[src/rtl/adma_desc_queue.sv]
// adma_desc_queue: per-channel descriptor ring for the AXI DMA.
// Accepts descriptors from the CSR block, issues them one at a time to the
// transfer engine and reports completion status and sticky IRQ sources.
// Optional feature macro: ADMA_DESC_CYCLIC_EN (cyclic re-issue of stored
// descriptors while chn_xfer_cyclic_i is high).
module adma_desc_queue #(
    parameter int SRC_ADDR_W     = 32,
    parameter int DST_ADDR_W     = 32,
    parameter int DMA_LENGTH_W   = 16,
    parameter int DMA_DESC_DEPTH = 4,
    parameter int DMA_XFER_ID_W  = $clog2(DMA_DESC_DEPTH)
) (
    input  logic                      aclk,
    input  logic                      areset,
    input  logic                      chn_ctrl_en_i,
    input  logic                      chn_xfer_cyclic_i,
    input  logic                      desc_wr_vld_i,
    output logic                      desc_wr_rdy_o,
    input  logic [SRC_ADDR_W-1:0]     desc_src_addr_i,
    input  logic [DST_ADDR_W-1:0]     desc_dst_addr_i,
    input  logic [DMA_LENGTH_W-1:0]   desc_xfer_xlen_i,
    input  logic [DMA_LENGTH_W-1:0]   desc_xfer_ylen_i,
    input  logic [DMA_LENGTH_W-1:0]   desc_src_strd_i,
    input  logic [DMA_LENGTH_W-1:0]   desc_dst_strd_i,
    output logic                      desc_rd_vld_o,
    input  logic                      desc_rd_rdy_i,
    output logic [DMA_XFER_ID_W-1:0]  desc_rd_id_o,
    output logic [SRC_ADDR_W-1:0]     desc_rd_src_addr_o,
    output logic [DST_ADDR_W-1:0]     desc_rd_dst_addr_o,
    output logic [DMA_LENGTH_W-1:0]   desc_rd_xfer_xlen_o,
    output logic [DMA_LENGTH_W-1:0]   desc_rd_xfer_ylen_o,
    output logic [DMA_LENGTH_W-1:0]   desc_rd_src_strd_o,
    output logic [DMA_LENGTH_W-1:0]   desc_rd_dst_strd_o,
    input  logic                      xfer_cmpl_i,
    output logic [DMA_XFER_ID_W-1:0]  xfer_id_o,
    output logic [DMA_DESC_DEPTH-1:0] xfer_done_o,
    output logic [DMA_XFER_ID_W-1:0]  active_xfer_id_o,
    output logic [DMA_LENGTH_W-1:0]   active_xfer_len_o,
    output logic                      irq_com_o,
    output logic                      irq_qed_o,
    input  logic [1:0]                irq_clr_i
);

    // Pointers carry one extra wrap bit so full and empty are distinguishable.
    localparam int PTR_W = DMA_XFER_ID_W + 1;

    typedef enum logic [1:0] {
        ST_IDLE   = 2'd0,
        ST_ISSUE  = 2'd1,
        ST_ACTIVE = 2'd2
    } state_t;

    state_t state_reg, state_next;

    logic [PTR_W-1:0] wr_ptr_reg, wr_ptr_next;
    logic [PTR_W-1:0] iss_ptr_reg, iss_ptr_next;
    logic [PTR_W-1:0] head_ptr_reg, head_ptr_next;
    logic [PTR_W-1:0] count;
    logic [PTR_W-1:0] iss_inc;

    logic [DMA_XFER_ID_W-1:0] wr_slot;
    logic [DMA_XFER_ID_W-1:0] iss_slot;

    logic full;
    logic push;
    logic cmpl_evt;

    logic [DMA_DESC_DEPTH-1:0] xfer_done_reg, xfer_done_next;
    logic irq_com_reg, irq_com_next;
    logic irq_qed_reg, irq_qed_next;

    // Descriptor storage; contents are don't-care until written, so no reset.
    logic [SRC_ADDR_W-1:0]   src_mem  [DMA_DESC_DEPTH];
    logic [DST_ADDR_W-1:0]   dst_mem  [DMA_DESC_DEPTH];
    logic [DMA_LENGTH_W-1:0] xlen_mem [DMA_DESC_DEPTH];
    logic [DMA_LENGTH_W-1:0] ylen_mem [DMA_DESC_DEPTH];
    logic [DMA_LENGTH_W-1:0] sstr_mem [DMA_DESC_DEPTH];
    logic [DMA_LENGTH_W-1:0] dstr_mem [DMA_DESC_DEPTH];

    assign wr_slot  = wr_ptr_reg[DMA_XFER_ID_W-1:0];
    assign iss_slot = iss_ptr_reg[DMA_XFER_ID_W-1:0];
    assign count    = wr_ptr_reg - head_ptr_reg;
    assign full     = (count == PTR_W'(DMA_DESC_DEPTH));
    assign push     = desc_wr_vld_i && !full;
    assign cmpl_evt = (state_reg == ST_ACTIVE) && xfer_cmpl_i;
    assign iss_inc  = iss_ptr_reg + PTR_W'(1);
    assign wr_ptr_next = push ? (wr_ptr_reg + PTR_W'(1)) : wr_ptr_reg;

    // Completion advances the issue pointer; head follows unless cycling.
    always_comb begin
        iss_ptr_next  = iss_ptr_reg;
        head_ptr_next = head_ptr_reg;
        if (cmpl_evt) begin
`ifdef ADMA_DESC_CYCLIC_EN
            if (chn_xfer_cyclic_i) begin
                // Keep every slot resident; wrap back to the oldest one.
                iss_ptr_next = (iss_inc == wr_ptr_next) ? head_ptr_reg : iss_inc;
            end else begin
                iss_ptr_next  = iss_inc;
                head_ptr_next = iss_inc;
            end
`else
            iss_ptr_next  = iss_inc;
            head_ptr_next = iss_inc;
`endif
        end
    end

`ifndef ADMA_DESC_CYCLIC_EN
    logic unused_cyclic;
    assign unused_cyclic = chn_xfer_cyclic_i;
`endif

    // Per-slot done bits: completion sets, a new push into the slot clears.
    genvar gi;
    generate
        for (gi = 0; gi < DMA_DESC_DEPTH; gi++) begin : g_done
            assign xfer_done_next[gi] =
                (cmpl_evt && (iss_slot == DMA_XFER_ID_W'(gi))) ? 1'b1 :
                (push && (wr_slot == DMA_XFER_ID_W'(gi)))      ? 1'b0 :
                xfer_done_reg[gi];
        end
    endgenerate

    // Sticky IRQ sources; a set event in the same cycle beats the clear.
    always_comb begin
        irq_com_next = (irq_com_reg && !irq_clr_i[0]) || cmpl_evt;
        irq_qed_next = (irq_qed_reg && !irq_clr_i[1]) || push;
    end

    // Issue FSM next-state and handshake/status outputs.
    always_comb begin
        state_next        = state_reg;
        desc_rd_vld_o     = 1'b0;
        active_xfer_len_o = '0;
        case (state_reg)
            ST_IDLE: begin
                if (chn_ctrl_en_i && (iss_ptr_reg != wr_ptr_reg))
                    state_next = ST_ISSUE;
            end
            ST_ISSUE: begin
                // Once offered, the descriptor stays offered until taken.
                desc_rd_vld_o = 1'b1;
                if (desc_rd_rdy_i)
                    state_next = ST_ACTIVE;
            end
            ST_ACTIVE: begin
                active_xfer_len_o = xlen_mem[iss_slot];
                if (xfer_cmpl_i)
                    state_next = ST_IDLE;
            end
            default: state_next = ST_IDLE;
        endcase
    end

    // State, pointer and status registers.
    always_ff @(posedge aclk or posedge areset) begin
        if (areset) begin
            state_reg     <= ST_IDLE;
            wr_ptr_reg    <= '0;
            iss_ptr_reg   <= '0;
            head_ptr_reg  <= '0;
            xfer_done_reg <= '0;
            irq_com_reg   <= 1'b0;
            irq_qed_reg   <= 1'b0;
        end else begin
            state_reg     <= state_next;
            wr_ptr_reg    <= wr_ptr_next;
            iss_ptr_reg   <= iss_ptr_next;
            head_ptr_reg  <= head_ptr_next;
            xfer_done_reg <= xfer_done_next;
            irq_com_reg   <= irq_com_next;
            irq_qed_reg   <= irq_qed_next;
        end
    end

    // Descriptor storage write on an accepted push.
    always_ff @(posedge aclk) begin
        if (push) begin
            src_mem[wr_slot]  <= desc_src_addr_i;
            dst_mem[wr_slot]  <= desc_dst_addr_i;
            xlen_mem[wr_slot] <= desc_xfer_xlen_i;
            ylen_mem[wr_slot] <= desc_xfer_ylen_i;
            sstr_mem[wr_slot] <= desc_src_strd_i;
            dstr_mem[wr_slot] <= desc_dst_strd_i;
        end
    end

    assign desc_wr_rdy_o       = !full;
    assign desc_rd_id_o        = iss_slot;
    assign desc_rd_src_addr_o  = src_mem[iss_slot];
    assign desc_rd_dst_addr_o  = dst_mem[iss_slot];
    assign desc_rd_xfer_xlen_o = xlen_mem[iss_slot];
    assign desc_rd_xfer_ylen_o = ylen_mem[iss_slot];
    assign desc_rd_src_strd_o  = sstr_mem[iss_slot];
    assign desc_rd_dst_strd_o  = dstr_mem[iss_slot];
    assign xfer_id_o           = wr_slot;
    assign active_xfer_id_o    = iss_slot;
    assign xfer_done_o         = xfer_done_reg;
    assign irq_com_o           = irq_com_reg;
    assign irq_qed_o           = irq_qed_reg;

endmodule
[config.mk]
export PLATFORM = sky130hd
export DESIGN_NAME = adma_desc_queue
export DESIGN_NICKNAME = d
export VERILOG_FILES = /design/src/rtl/adma_desc_queue.sv
export SDC_FILE = /design/constraint.sdc
export NUM_CORES = 1
export LEC_CHECK = 0
export CELL_PAD_IN_SITES_DETAIL_PLACEMENT = 2
export CELL_PAD_IN_SITES_GLOBAL_PLACEMENT = 2
export CORE_MARGIN = 2
export CORE_UTILIZATION = 42
export DETAILED_ROUTE_END_ITERATION = 12
export PLACE_DENSITY = 0.78
export SKIP_LAST_GASP = 1
export SYNTH_ARGS = -nofsm -noshare
export SYNTH_HDL_FRONTEND = slang
export SYNTH_SLANG_ARGS = --single-unit
[constraint.sdc]
create_clock -name aclk -period 5.81 [get_ports aclk]
set_clock_uncertainty 0.2 [all_clocks]
set_input_delay 0.581 -clock aclk [delete_from_list [all_inputs] [get_ports aclk]]
set_output_delay 0.581 -clock aclk [all_outputs]
set_load 0.01 [all_outputs]
### Yosys cells after proc, flatten, opt, wreduce, memory -nomap -nowiden

Memory sizes are Yosys's and may differ from the RTL's.
Index checks and enable logic that the tools add are counted.

* add/sub/neg operators: 3
* equal/unequal tests: 13
* muxes and demuxes: 16
* reductions and logical operators: 26

Operators with widths (count)
* $mux W16: 1
* $logic_and A1 B1 Y1: 13
* $mux W1: 11
* $eq A2 B2 Y1 const B: 5
* $reduce_bool A2 Y1: 4
* $add A3 B1 Y3 const B: 2
* $eq A2 B1 Y1 const B: 3
* $logic_not A2 Y1: 3
* $mux W2: 3
* $ne A2 B2 Y1 const B: 3
* $pmux W2 S3: 1
* $eq A3 B3 Y1 const B: 1
* $logic_not A1 Y1: 3
* $ne A3 B3 Y1: 1
* $reduce_and A3 Y1: 1
* $sub A3 B3 Y3: 1
* $logic_or A1 B1 Y1: 2

* bits in registers: 14
* memory bits (writable): 512
* input bits: 137
* output and inout port bits: 158
* memories: 6

Memories
* dst_mem: depth 4, bits a word 32, rd ports 1, clocked after memory_dff 0, wr ports 1, RTL line 74 `logic [DST_ADDR_W-1:0] dst_mem [DMA_DESC_DEPTH];`
* src_mem: depth 4, bits a word 32, rd ports 1, clocked after memory_dff 0, wr ports 1, RTL line 73 `logic [SRC_ADDR_W-1:0] src_mem [DMA_DESC_DEPTH];`
* dstr_mem: depth 4, bits a word 16, rd ports 1, clocked after memory_dff 0, wr ports 1, RTL line 78 `logic [DMA_LENGTH_W-1:0] dstr_mem [DMA_DESC_DEPTH];`
* sstr_mem: depth 4, bits a word 16, rd ports 1, clocked after memory_dff 0, wr ports 1, RTL line 77 `logic [DMA_LENGTH_W-1:0] sstr_mem [DMA_DESC_DEPTH];`
* xlen_mem: depth 4, bits a word 16, rd ports 1, clocked after memory_dff 0, wr ports 1, RTL line 75 `logic [DMA_LENGTH_W-1:0] xlen_mem [DMA_DESC_DEPTH];`
* ylen_mem: depth 4, bits a word 16, rd ports 1, clocked after memory_dff 0, wr ports 1, RTL line 76 `logic [DMA_LENGTH_W-1:0] ylen_mem [DMA_DESC_DEPTH];`

### Logic depth before layout (Yosys ltp)

Gate-level depths: netlist of the first run.

* depth in word-level cells: 7
* mapped depth: 8

### Least setup slack after synthesis of the first run

Ideal clock, no wire load.

* path type: flip-flop to flip-flop
* from: register head_ptr_reg[1]
* to: memory dst_mem[1][0] (enable)
* setup time: 0.503 ns
* arrival time: 4.630 ns
* setup slack: 0.477 ns
* stages on the path, launching flop included: 9
* buffers on the path: 2
* cell sequence: dfrtp_1 buf_2 buf_2 inv_1 ha_1 nor2b_1 xnor2_2 or2_4 and3_1

* longest elaborated chain between the ends: 6

RTL lines
* start, declared: RTL line 57 `logic [PTR_W-1:0] head_ptr_reg, head_ptr_next;`
* start signal, assigned: RTL line 170 `head_ptr_reg <= head_ptr_next;`
* $sub A3 B3 Y3: RTL line 82 `assign count = wr_ptr_reg - head_ptr_reg;`
* $eq A3 B3 Y1: RTL line 83 `assign full = (count == PTR_W'(DMA_DESC_DEPTH));`
* $logic_not A1 Y1
* via desc_wr_rdy_o: RTL line 18 `output logic desc_wr_rdy_o,`
* $logic_and A1 B1 Y1: RTL line 84 `assign push = desc_wr_vld_i && !full;`
* $mux W1: RTL line 179 `if (push) begin`
* $mux W1 (implied by the code): RTL line 181 `dst_mem[wr_slot] <= desc_dst_addr_i;`
* end, declared: RTL line 74

The timed path passes the listed nets, and every way through them passes these cells.

==> results of run 1 <==
[worst max-delay path, cell delays in order (launching register included)]
cell,delay [ns]
dfrtp_4,1.09
buf_4,0.58
mux4_2,0.61
clkdlybuf4s50_1,0.56
[cell usage in the layout (no fill, tap or decap), types with 2 or more instances in the layout]
cell type        count
nor2b_1              6
o21ai_0              3
dfrtp_4              2
a221o_2              3
xnor2_1              3
and3_4               3
ha_1                10
clkinv_1            15
clkbuf_1            12
mux4_2             128
clkinv_2            14
dfrtp_1             12
clkbuf_16           56
buf_12               6
buf_4               18
inv_1                9
diode_2              3
nand2_1              3
and2_1              17
clkdlybuf4s50_1    293
edfxtp_1           512
[area by class of cell]
type | instances | area share (%)
Tap cell | 600 | 3.034
Antenna cell | 3 | 0.03034
Clock inverter | 32 | 0.7331
Multi-Input combinational cell | 188 | 13.77
Sequential cell | 526 | 63.57
Inverter | 9 | 0.1365
Clock buffer | 68 | 5.845
Timing Repair Buffer | 317 | 12.88
[metrics by stage]
stage / power [mW] / setup WS, ns / area [um^2] / utilization [%]
after global routing: 14.07 / 1.247 / 24750 / 54.41
after detailed placement: 10.38 / 1.956 / 23110 / 50.82
after floorplan: 8.013 / 0.4769 / 19370 / -
final: 13.46 / 1.479 / 24750 / 54.42
after CTS: 13.71 / 1.369 / 24740 / 54.40
after global placement: 10.15 / 1.973 / 23110 / 50.82
[cells by family (layout without fill, tap and decap cells)]
kind of cell             after synthesis  after routing  synth area share [%]
multiplexers                         130            130                 15.01
buffers and inverters                 46            426                 1.369
other                                  0              3                     0
AO/OA/AOI/OAI                         11             11                0.4972
AND/OR/NAND/NOR                       31             31                0.9622
flip-flops                           526            526                 81.16
XOR/XNOR                               6              6                0.3488
adder cells (fa/ha/maj)               10             10                0.6458
[routing by layer]
layer | up-vias | part of all wire, % | wire length, um
met4 | 10 | 2.0 | 986
met2 | 314 | 52 | 25540
met1 | 4890 | 38 | 18990
li1 | 3906 | - | -
met5 | - | 0.13 | 64
met3 | 85 | 7.6 | 3758
[how the worst max path moves through the flow]
stage                                from                endpoint  slack (ns)  depth (start not counted)
after floorplan           head_ptr_reg[1]           dst_mem[1][0]        0.48                          8
after global placement    head_ptr_reg[0]          xlen_mem[0][0]        1.97                          6
after CTS                 head_ptr_reg[0]  desc_rd_src_addr_o[18]        1.37                          3
final                     head_ptr_reg[0]  desc_rd_src_addr_o[18]        1.48                          3
after detailed placement  head_ptr_reg[0]          xlen_mem[0][0]        1.96                          6
after global routing      head_ptr_reg[0]  desc_rd_src_addr_o[18]        1.25                          3
[where the power goes]
group	internal (mW)	switching (mW)	total [mW]
combinational	2.40	2.22	4.63
sequential	5.20	0.396	5.59
clock	1.80	1.44	3.24
total	9.40	4.06	13.5
==> results.ini, run 1 <==
[run_status]
status=finished clean

[timing]
setup_tns_ns=0
finalHoldViolations=0
tightest_slew_ns=1.163
min_period_over_period_pct=74.55
clock.fmax_mhz=230.9
holdWs_ns=0.1646
rsz0062_at_grt=no
setup_viol=0
layout_min_cycle_time_ns=4.331
final-max-slew-violation-count=0
relSlewSlack_pct=22.31

[detailed_routing]
drtPass1Iterations=5
drt_iter0_markers=632
drc=0
detail-route-antenna-nets=0
avgViaCountPerCell=5.281
dr_total_vias=9205
drt-total-wl_mm=49.34
wl_per_cell_um=28.31

[synth]
synthFlopType=edfxtp_1
synth_edf_count=512
synthArstFlopShare_pct=2.662
synth_area_leader_cell=edfxtp_1
ys_ff_latch=526
netlist_instances=760
yosys-top-cells-count=512 x edfxtp_1, 128 x mux4_2, 18 x buf_4
ys_seq_area_share_pct=81.16
synth.distinct_cells=29
syn_avg_cell_area_um2=25.49
synth.cell_area_um2=19370
synth_nets=907
yosys-top-cells-area=edfxtp_1 79%, mux4_2 15%, dfrtp_1 1.8%
synth_top_area_share_pct=79.35
yosysMostFrequentCell=edfxtp_1
yosys_warnings=0

[clock_network]
cts_made_buffers=55
cts_max_level=2
cts_resized=0
hold_buffers=0
cts_tree=yes
clkTransAtPathRegs_ns=0.06
clockBufferDepth=3
cts-root-buf=clkbuf_16
cts.sinks=526
clk_latency_ns=0.59
post-cts-setup-buffers=0

[critical_path]
crit_arrival_ns=3.55
start_kind=flop
critPathMaxFanout=50
criticalPathCategory=flop to primary output
regToRegSetupSlack_ns=2.10
r2r-end=xlen_mem[1][5]
end_kind=primary output
required_ns=5.03
reg2regPathDepth=6
r2r-start=head_ptr_reg[0]

[flow_run]
max-cap-violations=0

[grt]
grt_use_met1_pct=25.66
grt-ovfl-total=0
grt_pass1_wl_mm=72.30
grt.busiest_layer=met2
grt_use_met3_pct=6.875
antenna_found_initial=9
grt_max_degree=64
grt_usage_pct=21.00
use_met2_pct=36.12
grt_pass1_vias=10339

[placement]
port_buffers=293
dpl.hpwl_mm=31.68
place_inst=1640
gp_congestion=0.6878

[floorplan]
num_io_pins=295
row_count=78
die_y_um=218.8
initial_core_util_pct=42.60
core-area_um2=45480
dieArea_um2=47860
die_w_um=218.8

[final_layout]
drive_above_1_share_pct=21.05
multiInputGateArea_um2=3407
area_delta_synth_final_pct=27.73
seq_area_um2=15730
final_nets=1244
largestRegisters=dst_mem: 128 flops, src_mem: 128 flops
fill_cells=3766
fin_cells=1743

[power_and_ir_drop]
ir_drop_mv=0.3378
leakage_nw=8.033
cellPowerDensity_nw_per_um2=544.1

[min_path]
hold_class=input pin to asynchronous set/reset pin

(Power assumes the default switching activity.)
==> run 2: changes to the inputs <==
- CORE_UTILIZATION: 42 -> 38
- PLACE_DENSITY: 0.78 -> 0.75
- clock period: 5.81 -> 3.73 ns (I/O delays scaled with it)
==> run 2 against run 1 <==
Compared with the run above:
- cell count rose by 4.6%
- highest routed layer unchanged
- total power rose by 60%
- critical endpoint is now active_xfer_len_o[10]
- sequential share of layout area fell by 1.2 points
==> results.ini, run 2 (synthesis results as in run 1) <==
[timing]
clock.fmax_mhz=285.4
setup_viol=0  ; unchanged
finalHoldViolations=0  ; unchanged
rsz0062_at_grt=no
layout_min_cycle_time_ns=3.504
min_period_over_period_pct=93.94
tightest_slew_ns=0.6346  ; -0.5283 ns
final-max-slew-violation-count=0  ; unchanged
relSlewSlack_pct=57.69  ; +35 points

[critical_path]
criticalPathCategory=flop to primary output
r2r-start=head_ptr_reg[1]
regToRegSetupSlack_ns=0.78  ; -1.32 ns
start_kind=flop
crit_arrival_ns=2.93  ; -0.62 ns
slowest_delay_ns=0.69  ; -0.40 ns
cp_slowest_cell=dfrtp_4
critPathMaxFanout=40  ; -20%
r2r-end=ylen_mem[1][14]
reg2regPathDepth=7  ; +1
required_ns=3.16  ; -1.87 ns
end_kind=primary output
crit_path_cell_trace=buf_12, mux4_2, and2_1, clkdlybuf4s50_1

[grt]
grt-ovfl-total=0  ; unchanged
grt_pass1_vias=10476  ; +1.3%
grt_pass1_wl_mm=72.95  ; +0.91%
grt_max_degree=78  ; +22%
grt_usage_pct=18.92  ; -2.1 points
antenna_found_initial=8  ; -1

[final_layout]
area_delta_synth_final_pct=30.27
fin_cells=1824  ; +4.6%
drive_above_1_share_pct=22.28  ; +1.2 points
layout_common_cells=512 x edfxtp_1, 293 x clkdlybuf4s50_1, 128 x mux4_2, 58 x clkbuf_16, 18 x buf_12
layout_commonest_cell=edfxtp_1
largestRegisters=dst_mem: 128 flops, src_mem: 128 flops
final_nets=1252  ; +0.64%

[power_and_ir_drop]
pwr-share-clk_pct=25.6  ; +1.5 points
ir_drop_mv=0.5130  ; +52%
p_sw_mw=6.360  ; +57%
p_comb_share_pct=34.6  ; +0.2 points
cellPowerDensity_nw_per_um2=855.1  ; +57%
seqPwrFrac_pct=39.9  ; -1.6 points
p_total_mw=21.58  ; +60%
internal-power_mw=15.22  ; +62%
leakage_nw=8.183  ; +1.9%
swShare_pct=29.47  ; -0.71 points

[placement]
port_buffers=293  ; unchanged
gp_congestion=0.7312  ; +6.3%
place_inst=1717  ; +4.7%
dpl.hpwl_mm=31.79  ; +0.36%

[detailed_routing]
drt_iter0_markers=518  ; -18%
wl_per_cell_um=26.74  ; -5.5%
drtPass1Iterations=4  ; -1
drc=0  ; unchanged
avgViaCountPerCell=5.007  ; -5.2%
drt-total-wl_mm=48.78  ; -1.1%
detail-route-antenna-nets=0  ; unchanged
dr_total_vias=9133  ; -0.78%

[clock_network]
cts_max_level=2  ; unchanged
cts.sinks=526  ; unchanged
clockBufferDepth=3  ; unchanged
cts_resized=0  ; unchanged
clkTransAtPathRegs_ns=0.06  ; about the same
cts-root-buf=clkbuf_16
cts_made_buffers=57  ; +3.6%
cts_tree=yes
clk_latency_ns=0.59  ; about the same

[floorplan]
dieArea_um2=52810  ; +10%
row_count=82  ; +5.1%
die_y_um=229.8  ; +5.0%
die_w_um=229.8  ; +5.0%
num_io_pins=295  ; unchanged
core-area_um2=50270  ; +11%
initial_core_util_pct=38.54  ; -4.1 points

[flow_run]
max-cap-violations=0  ; unchanged

[min_path]
worstHoldPathCells=2
hold_class=input pin to flop
hold_path_startpoint=irq_clr_i[1]
whs_endpoint=irq_qed_o

[run_status]
status=finished clean

-- run 2: cell count changes in the layout (fill, tap and decap cells not counted) --
| cell | delta |
|---|---|
| buf_12 | +12 |
| buf_4 | -7 |
| bufinv_16 | +4 |
| clkbuf_1 | -1 |
| clkbuf_16 | +2 |
| clkbuf_8 | +3 |
| clkinv_1 | -7 |
| clkinv_2 | -3 |
| clkinv_4 | +1 |
| clkinvlp_4 | +5 |
| dlygate4sd3_1 | +1 |
| inv_6 | -1 |
-- run 2: cell type report --
type / count / area (um^2)
antenna: 3 / 7.507
inverter: 9 / 33.78
timing repair buffer: 323 / 3386
clock buffer: 72 / 1534
fill: 4330 / 25030
sequential: 526 / 15730
multi-input combinational: 188 / 3407
tap: 672 / 840.8
clock inverter: 31 / 297.8
-- run 2: worst max path at each step --
stage	start	endpoint	slack [ns]	cells past startpoint
2_1_floorplan	head_ptr_reg[1]	dst_mem[1][0]	-0.17	8
3_3_place_gp	head_ptr_reg[1]	src_mem[1][21]	0.76	7
3_5_place_dp	head_ptr_reg[1]	src_mem[1][18]	0.70	7
4_1_cts	head_ptr_reg[0]	active_xfer_len_o[10]	0.11	4
5_1_grt	head_ptr_reg[0]	active_xfer_len_o[10]	0.04	4
6_report	head_ptr_reg[0]	active_xfer_len_o[10]	0.23	4
-- run 2: power by group through the flow --
stage | clock network, mW | logic, mW | registers, mW
after global routing | 5.89 | 8.01 | 8.73
after global placement | 0 | 7.51 | 8.53
after CTS | 5.68 | 7.70 | 8.63
after detailed placement | 0 | 7.64 | 8.73
after floorplan | 0 | 3.88 | 8.49
final | 5.52 | 7.46 | 8.61
-- run 2: critical path: cells and delay by family, from the launching register on --
kind | cells | cell delay (ns)
multiplexers | 1 | 0.60
flip-flops | 1 | 0.69
AND/OR/NAND/NOR | 1 | 0.19
buffers and inverters | 2 | 0.82
-- run 2: routing by layer --
layer / track usage, % / up-vias / routed length (um)
li1: - / 3927 / -
met1: 23.30 / 4852 / 19410
met2: 32.16 / 273 / 24680
met3: 6.771 / 69 / 3737
met4: 4.173 / 12 / 870
met5: 0 / - / 76
-- run 2: per-stage QoR --
stage | hold slack (ns) | setup TNS (ns) | util [%] | worst slack (ns) | instance area [um^2]
2_1_floorplan | 0.06222 | -65.10 | - | -0.1696 | 19390
3_3_place_gp | 0.2292 | 0 | 46.53 | 0.7639 | 23390
3_5_place_dp | 0.2526 | 0 | 46.53 | 0.7032 | 23390
4_1_cts | 0.1257 | 0 | 50.19 | 0.1107 | 25230
5_1_grt | 0.1442 | 0 | 50.19 | 0.04061 | 25230
6_report | 0.1736 | 0 | 50.20 | 0.2259 | 25240
-- run 2: timing repair --
action                                 CTS  global route
hold buffers                             1             0
endpoints found under the hold margin   14             0
setup buffers                            0             0
==> run 3: changes to the inputs <==
- CTS_CLUSTER_SIZE: unset -> 40
==> results of run 3 <==
No change in the layout: final DEF, timing and power equal those of run 2.
